## src/rtl/seq_detect_non_ov_pkg.sv

```systemverilog
// seq_detect_pkg: state type, state constants and KMP next-state function shared by the detector
package seq_detect_pkg;
  localparam int MAX_LEN = 16;
  localparam int S0 = 0;
  typedef logic [$clog2(MAX_LEN+1)-1:0] state_t;
  // Next state after seeing bit b with k pattern bits already matched:
  // the longest suffix of (matched prefix + b) that is also a pattern prefix.
  // A full-length result equals len, i.e. the MATCH state.
  function automatic state_t fallback(logic [MAX_LEN-1:0] pat, int len, int k, logic b);
    logic ok;
    logic s;
    int p;
    for (int j = k + 1; j > 0; j--) begin
      ok = 1'b1;
      for (int i = 0; i < j; i++) begin
        p = k + 1 - j + i;
        s = (p == k) ? b : pat[4'(len - 1 - p)];
        if (s != pat[4'(len - 1 - i)]) ok = 1'b0;
      end
      if (ok) return state_t'(j);
    end
    return state_t'(S0);
  endfunction
endpackage

```

## src/rtl/seq_detect_non_ov_if.sv

```systemverilog
// seq_detect_non_ov_if: serial bit stream in, detect pulse out
//   inbits : serial data bit, one per clock (master drives)
//   detect : one-cycle match pulse (slave drives)
interface seq_detect_non_ov_if;
  logic inbits;
  logic detect;
  modport master(output inbits, input detect);
  modport slave(input inbits, output detect);
endinterface

```

## src/rtl/seq_detect_non_ov.sv

```systemverilog
// seq_detect_non_ov: Moore serial pattern detector with non-overlapping matches
//   clk   : rising-edge clock
//   reset : synchronous active-high reset, returns to S0
//   bus   : slave side of seq_detect_non_ov_if (inbits in, detect out)
module seq_detect_non_ov
  import seq_detect_pkg::*;
#(
  parameter int PAT_LEN = 4,
  parameter logic [PAT_LEN-1:0] PATTERN = 4'b1011
) (
  input logic clk,
  input logic reset,
  seq_detect_non_ov_if.slave bus
);
  localparam int SW = $clog2(PAT_LEN + 1);
  localparam logic [SW-1:0] MATCH = SW'(PAT_LEN);
  logic [SW-1:0] r_state = SW'(S0);
  logic [SW-1:0] w_state_nxt;
  logic [SW-1:0] w_nxt [2**SW][2];
  // MATCH and unreachable encodings behave as S0, which gives the non-overlap restart
  for (genvar k = 0; k < 2**SW; k++) begin : g_tbl
    localparam int KK = (k >= PAT_LEN) ? S0 : k;
    assign w_nxt[k][0] = SW'(fallback(MAX_LEN'(PATTERN), PAT_LEN, KK, 1'b0));
    assign w_nxt[k][1] = SW'(fallback(MAX_LEN'(PATTERN), PAT_LEN, KK, 1'b1));
  end
  always_comb begin
    w_state_nxt = w_nxt[r_state][bus.inbits];
    bus.detect = (r_state == MATCH);
  end
  always_ff @(posedge clk) r_state <= reset ? SW'(S0) : w_state_nxt;
endmodule

```

## src/flat_wrapper.sv

```systemverilog
// flat-port wrapper written by rule: the top's interface ports become plain ports
module seq_detect_non_ov_flat import seq_detect_pkg::*;
#(
  parameter int PAT_LEN = 4,
  parameter logic [PAT_LEN-1:0] PATTERN = 4'b1011
)
  (clk, reset, bus_inbits, bus_detect);
  seq_detect_non_ov_if bus_i ();
  input logic clk;
  input logic reset;
  input wire logic [$bits(bus_i.inbits)-1:0] bus_inbits;
  output wire logic [$bits(bus_i.detect)-1:0] bus_detect;
  assign bus_i.inbits = bus_inbits;
  assign bus_detect = bus_i.detect;
  seq_detect_non_ov #(.PAT_LEN(PAT_LEN), .PATTERN(PATTERN)) u_core (.clk(clk), .reset(reset), .bus(bus_i));
endmodule
```

## config.mk

```make
export PLATFORM = sky130hd
export DESIGN_NAME = seq_detect_non_ov_flat
export DESIGN_NICKNAME = d
export VERILOG_FILES = /design/src/rtl/seq_detect_non_ov_pkg.sv /design/src/rtl/seq_detect_non_ov_if.sv /design/src/rtl/seq_detect_non_ov.sv /design/src/flat_wrapper.sv
export SDC_FILE = /design/constraint.sdc
export NUM_CORES = 1
export LEC_CHECK = 0
export CORE_AREA = 2 2 39 41
export CTS_CLUSTER_DIAMETER = 100
export DETAILED_ROUTE_END_ITERATION = 10
export DIE_AREA = 0 0 41 43
export PLACE_DENSITY_LB_ADDON = 0.25
export SYNTH_ARGS = -nofsm -noshare
export SYNTH_HDL_FRONTEND = slang
export SYNTH_SLANG_ARGS = --single-unit
```

## constraint.sdc

```tcl
create_clock -name clk -period 0.8 [get_ports clk]
set_input_delay 0.16 -clock clk [delete_from_list [all_inputs] [get_ports clk]]
set_output_delay 0.16 -clock clk [all_outputs]
set_load 0.02 [all_outputs]
```

; Word-level counts from Yosys, hierarchy flattened
; Memory sizes are Yosys's and may differ from the RTL's.
; Index checks and enable logic that the tools add are counted.
[word_totals]
register_bits = 3
latch_bits = 0
ram_bits = 0
rom_bits = 48
input_bits = 3
output_inout_bits = 1
wordCells = 12
mem_count = 1
[mem_list]
columns = memory, depth, word_bits, rd, rd_clocked_by_memory_dff, write_ports, line_no
row1 = (no name shown), 8, 6, 1, 0, 0, seq_detect_non_ov.sv:27  ; w_state_nxt = w_nxt[r_state][bus.inbits];
[classes]
add_sub_neg = 0
mul = 0
n_div = 0
n_lt_le_gt_ge = 2
eq_ne = 1
shifts = 0
mux = 5
bitwise = 2
reduce_logical = 0
[op_table]
columns = operator, n
row1 = 6-bit 2-to-1 mux, 2
row2 = 3-bit 2-to-1 mux, 3
row3 = 4-bit greater-or-equal comparator (second input constant), 1
row4 = 3-bit NOT with 4-bit output, 1
row5 = 3-bit equality test (second input constant), 1
row6 = 2-bit greater-or-equal comparator (second input constant), 1
row7 = 1-bit NOT with 2-bit output, 1

; Depth between registers and ports, before layout
; Gate-level depths: netlist of the first run.
[logic_depth]
depth_word = 7
ltp_mapped = 2

; Least setup slack after synthesis of the first run
; Ideal clock, no wire load.
[synth_timing]
path_type = register to output
from = register u_core.r_state[2]
to = output port bus_detect
arrival_time_ps = 862
t_required_ps = 640
slack_ps = -222
path_stages_with_launch = 3
cell_sequence = dfxtp_1 > inv_1 > nor3_1
[synth_via]
elab_chain_len = 1
[synth_rtl]
columns = element, line_no
row1 = from (decl), seq_detect_non_ov.sv:17  ; logic [SW-1:0] r_state = SW'(S0);
row2 = from (signal assigned), seq_detect_non_ov.sv:30  ; always_ff @(posedge clk) r_state <= reset ? SW'(S0) : w_state_nxt;
row3 = 3-bit equality test, seq_detect_non_ov.sv:28  ; bus.detect = (r_state == MATCH);
row4 = to (decl), flat_wrapper.sv:12  ; output wire logic [$bits(bus_i.detect)-1:0] bus_detect;
; No other way between the ends.

; Worst setup path after layout of the first run
[layout_timing]
from = register u_core.r_state[1]
to = output port bus_detect
; The elaborated chain is that of the path after synthesis.

==> results of run 1 <==
-- critical path, cell delays in order, from the launching register on --
cell and delay, ps:
dfxtp_2 320, nor3_4 170, buf_6 130
-- area by class of cell --
cell class / count / area (um2) / area share [%]
Clock buffer: 4 / 26.3 / 10.6
Multi-Input combinational cell: 7 / 67.6 / 27.1
Tap cell: 16 / 20.0 / 8.04
Timing Repair Buffer: 7 / 63.8 / 25.6
Inverter: 2 / 7.51 / 3.02
Sequential cell: 3 / 63.8 / 25.6
-- placed cells by master (no fill, tap or decap) --
cell,count
buf_6,2
nor3_4,1
nand2b_1,1
dfxtp_2,3
clkbuf_4,3
inv_1,1
a311oi_2,1
clkdlybuf4s50_1,1
buf_4,3
nand3_1,1
clkbuf_1,1
nand3b_1,1
a211oi_2,1
nor3_1,1
inv_2,1
dlygate4sd2_1,1
-- through the flow --
stage	area [um2]	cells	utilization (%)	hold WS (ps)
3_5_place_dp	215	35	15.6	499
4_1_cts	249	39	18.0	354
2_1_floorplan	135	12	-	228
6_report	249	39	18.0	364
3_3_place_gp	215	35	15.6	499
5_1_grt	249	39	18.0	369
-- power by group --
part	internal (mW)	total, mW	switching, mW
clock network	0.186	0.257	0.0710
registers	0.156	0.162	0.00531
logic	0.0214	0.0360	0.0146
total	0.364	0.455	0.0910
-- kinds of logic (layout without fill, tap and decap cells) --
kind of cell / count (synthesis) / count (layout) / synth area share, %
DFF: 3 / 3 / 48.5
buffers and inverters: 2 / 13 / 6.06
AOI/OAI and AO/OA: 2 / 2 / 22.2
and+or+nand+nor: 5 / 5 / 23.2
-- repair_timing --
item                                   4_1_cts  5_1_grt
gates cloned                                 0        0
endpoints found under the hold margin        0        0
setup endpoints to repair                    4        3
pin swaps                                    2        1
gates resized for setup                     12        0
-- path summary, 6_finish.rpt --
check,start,slack (ps),depth (start not counted),end
max,u_core.r_state[1],-210,2,bus_detect
min,bus_inbits,360,3,u_core.r_state[0]
max reg2reg,u_core.r_state[0],-70,3,u_core.r_state[1]
min reg2reg,u_core.r_state[2],500,2,u_core.r_state[1]
-- routing by layer --
layer,routed length (um),vias to the layer above
li1,-,66
met1,143,56
met2,92,4
met3,36,0
met4,0,0
met5,0,-
==> flow_summary.yaml, run 1 <==
timing:
  maxSlewHeadroom_pct: 87.7
  setup_viol_count_final: 2
  fin_skew_ps: 0.481
  fin_crit_sh_pct: 127
  tightest_slew_ps: 185
  slew_violations: 0
  fin_ws_ps: -215
  rsz0062_at_grt: "true"
  tns_ps: -283
  fmax_ghz: 0.985
  hold_viol_final: 0
  period_needed_ps: 1010
finish:
  area_delta_synth_final_pct: 101
  drive_gt1_share_pct: 65.2
  nets: 27
  fillers: 153
  n_antenna_cell: 0
  top_regs: "u_core.r_state (3)"
  top_register: "u_core.r_state"
  largest_register_ffs: 3
outcome:
  status: "finished, violations left"
  violations: "setup timing"
power:
  ir_worst_vdd_mv: 0.820
  p_leak_nw: 0.0934
  powerDensity_mw_per_mm2: 1830
  p_total_mw: 0.455
synth:
  synth_nets: 15
  synth_most_common_cell: "dfxtp_1"
  synth_commonest_cells: "dfxtp_1 (3), inv_1 (2), nor3_1 (2)"
  synth_cells: 12
  synth_edf_count: 0
  synth_top_area_share_pct: 48.5
  ys_seq_elements: 3
  synth.top_cells.by_area: "dfxtp_1 (48%), a311oi_2 (12%), a211oi_2 (10%)"
  synthArstFlopShare_pct: 0
  synth_seq_area_share_pct: 48.5
  avgSynthCellArea_um2: 10.3
  synth_ff_type: "dfxtp_1"
  synth_top_area_cell: "dfxtp_1"
  yosysUniqueCellTypes: 8
  ys_warn_count: 0
  syn_area_um2: 124
placed_design:
  place.gp.congestion: 0.534
  post-place-ws_ps: -453
  port_buffers: 3
  dpl.hpwl_um: 209
clock_tree:
  htreeDepth: 1
  cts_tree: "done"
  cts_buffer_depth: 2
  root_buffer: "clkbuf_4"
  clock_sinks: 3
  cts_buffers: 3
  clk_pin_slew_ps: 40
  ctsHoldBuffers: 0
  clk_latency_ps: 230
  postCtsSetupRepairBufs: 0
global_routing:
  use_met2_pct: 4.69
  antenna_found_initial: 0
  grt_usage_pct: 4.51
  overflow: 0
  grt_pass1_wl_um: 462
  grt_max_degree: 5
  grt.busiest_layer: "met3"
  use_met1_pct: 4.81
  grt_pass1_vias: 132
  use_met3_pct: 6.28
setup_path:
  cp-end-kind: "primary output"
  cp_max_fo: 2
  worstPathArrival_ps: 850
  critPathLaunchType: "flip-flop"
  crit_type: "flip-flop to primary output"
  critPathRequiredTime_ps: 640
floorplan:
  die_w_um: 41
  die_h_um: 43
  num_rows: 14
  io_pins: 4
  initial_core_util_pct: 8.95
  core_mm2: 0.00138
  die_area_mm2: 0.00176
drt:
  drc: 0
  first_iter_violations: 2
  drtAntennaViolNets: 0
  wl_um: 272
  post_drt_via_cell_ratio: 3.23
  dr.pass1.iters: 2
  wl_per_cell_um: 6.97
  num_vias: 126
worst_hold_path:
  hold_class: "input port to flip-flop"
run:
  drv_cap: 0
Power figures use the tool's default switching activity.
==> inputs of run 2 (changes only) <==
--- a/config.mk
+++ b/config.mk
@@ -5,11 +5,13 @@
 export SDC_FILE = /design/constraint.sdc
 export NUM_CORES = 1
 export LEC_CHECK = 0
+export ABC_AREA = 1
 export CORE_AREA = 2 2 39 41
 export CTS_CLUSTER_DIAMETER = 100
 export DETAILED_ROUTE_END_ITERATION = 10
 export DIE_AREA = 0 0 41 43
 export PLACE_DENSITY_LB_ADDON = 0.25
+export SLEW_MARGIN = 20
 export SYNTH_ARGS = -nofsm -noshare
 export SYNTH_HDL_FRONTEND = slang
 export SYNTH_SLANG_ARGS = --single-unit
==> run 2 against run 1 <==
Net effect:
- the flow still finishes with violations (setup timing)
- clock power barely moved
- non-clock buffer count decreased by 1
- register-to-register slack improved by 130 ps
- synthesized cell count up 42%
- wire length down 1.8%
==> flow_summary.yaml, run 2 <==
clock_tree:
  postCtsSetupRepairBufs: 0
  root_buffer: "clkbuf_4"
  clk_pin_slew_ps: 40
  htreeDepth: 1
  cts_resized: 9
  clk_latency_ps: 230
  clock_sinks: 3
  cts_tree: "done"
  ctsHoldBuffers: 0
  cts_buffer_depth: 2
  cts_buffers: 3
timing:
  fmax_ghz: 0.968
  fin_crit_sh_pct: 129
  slew_violations: 0
  fin_ws_ps: -233
  rsz0062_at_grt: "true"
  tightest_slew_ps: 143
  setup_viol_count_final: 1
  maxSlewHeadroom_pct: 90.4
  period_needed_ps: 1030
  hold_viol_final: 0
  fin_skew_ps: 1.13
finish:
  top_regs: "u_core.r_state (3)"
  final_cell_mix: "nor2_1 (5), nand2_1 (4), clkbuf_4 (3), dfxtp_2 (3)"
  layout_commonest_cell: "nor2_1"
  top_register: "u_core.r_state"
  utilization_pct: 17.0
  stdcell_count: 43
  largest_register_ffs: 3
  drive_gt1_share_pct: 44.4
  n_antenna_cell: 0
  area_delta_synth_final_pct: 102
  nets: 31
  fin_area_um2: 235
synth:
  synth.top_cells.by_area: "dfxtp_1 (52%), nor2_1 (16%), nand2_1 (13%)"
  synth_cells: 17
  synthArstFlopShare_pct: 0
  ys_seq_elements: 3
  yosysUniqueCellTypes: 7
  syn_area_um2: 116
  ys_warn_count: 0
  synth_ff_type: "dfxtp_1"
  synth_top_area_cell: "dfxtp_1"
  synth_most_common_cell: "nor2_1"
  synth_seq_area_share_pct: 51.6
  synth_edf_count: 0
  synth_commonest_cells: "nor2_1 (5), nand2_1 (4), dfxtp_1 (3)"
  avgSynthCellArea_um2: 6.84
  synth_top_area_share_pct: 51.6
  synth_nets: 20
setup_path:
  crit_cells: 2
  worstPathArrival_ps: 870
  worstReg2RegEnd: "u_core.r_state[1]"
  cp_max_fo: 2
  crit_path_cell_trace: "nor3_4 > buf_6"
  critPathLaunch: "u_core.r_state[1]"
  r2r_cells: 4
  crit_type: "flip-flop to primary output"
  crit_buf_inv: 1
  cp-end-kind: "primary output"
  endpoint: "bus_detect"
  worstReg2RegStart: "u_core.r_state[2]"
  critPathLaunchType: "flip-flop"
  critPathTopFamily: "flip-flops"
  critPathRequiredTime_ps: 640
  r2r_setup_slack_ps: 60
  max_stage_delay_ps: 320
  slowest_stage: "dfxtp_2"
global_routing:
  grt_max_degree: 5
  use_met1_pct: 4.18
  grt_pass1_wl_um: 414
  grt_usage_pct: 4.22
  overflow: 0
  grt_pass1_vias: 132
  antenna_found_initial: 0
  grt.busiest_layer: "met4"
  use_met3_pct: 1.57
  use_met2_pct: 4.38
power:
  ir_worst_vdd_mv: 0.393
  p_total_mw: 0.463
  p_leak_nw: 0.0995
  powerDensity_mw_per_mm2: 1970
outcome:
  violations: "setup timing"
  status: "finished, violations left"
floorplan:
  core_mm2: 0.00138
  num_rows: 14
  die_w_um: 41
  die_area_mm2: 0.00176
  initial_core_util_pct: 8.41
  io_pins: 4
  die_h_um: 43
drt:
  wl_per_cell_um: 6.21
  drtAntennaViolNets: 0
  wl_um: 267
  post_drt_via_cell_ratio: 2.81
  dr.pass1.iters: 1
  first_iter_violations: 0
  num_vias: 121
  drc: 0
placed_design:
  place.gp.congestion: 0.530
  port_buffers: 3
  dpl-instance-area_um2: 200
  post-place-ws_ps: -476
  place_inst: 39
worst_hold_path:
  hold_class: "flip-flop to flip-flop"
run:
  drv_cap: 0
## run 2: changes by cell type after synthesis, sizes merged
cell / before / now
nor2: 0 / 5
nand2: 0 / 4
nand2b: 1 / 0
a211oi: 1 / 0
nor3: 2 / 1
a21oi: 0 / 1
a311oi: 1 / 0
nand3b: 1 / 0
## run 2: worst reg2reg max path: stages, from the launching register on
cell and delay, ps:
dfxtp_2 310, buf_4 130, nor2_1 70, nand2_1 50
nor2_1 110
## run 2: kinds of logic (layout without fill, tap and decap cells)
family,Yosys count,count (layout),synth area share [%]
flops,3,3,51.6
compound gates,1,1,4.30
buf+inv,2,12,6.45
simple gates,11,11,37.6
## run 2: per-layer routing
| metal | vias to the layer above | wire [um] |
|---|---|---|
| met1 | 46 | 123 |
| met5 | - | 0 |
| met3 | 0 | 33 |
| met4 | 0 | 0 |
| li1 | 71 | - |
| met2 | 4 | 110 |
## run 2: area by class of cell
class                           instances  area (um2)
Tap cell                               16        20.0
Sequential cell                         3        63.8
Inverter                                2        7.51
Fill cell                             157        1150
Timing Repair Buffer                    6        57.6
Multi-Input combinational cell         12        60.1
Clock buffer                            4        26.3
## run 2: where the power goes
group | switching, mW | total (mW) | internal [mW]
Combinational | 0.0150 | 0.0385 | 0.0235
Sequential | 0.00611 | 0.164 | 0.158
Clock | 0.0738 | 0.260 | 0.187
## run 2: worst min path at each step
stage,to,slack [ps],depth (start not counted),start
6_report,u_core.r_state[2],510,3,u_core.r_state[2]
5_1_grt,u_core.r_state[2],540,3,u_core.r_state[2]
4_1_cts,u_core.r_state[2],510,3,u_core.r_state[2]
3_5_place_dp,u_core.r_state[2],550,3,u_core.r_state[2]
3_3_place_gp,u_core.r_state[2],530,3,u_core.r_state[2]
2_1_floorplan,u_core.r_state[1],300,2,bus_inbits
## run 2: stage by stage
| step | TNS (ps) | hold slack [ps] |
|---|---|---|
| 2_1_floorplan | 0 | 305 |
| 3_3_place_gp | -822 | 535 |
| 3_5_place_dp | -844 | 552 |
| 4_1_cts | -250 | 512 |
| 5_1_grt | -265 | 540 |
| 6_report | -233 | 510 |
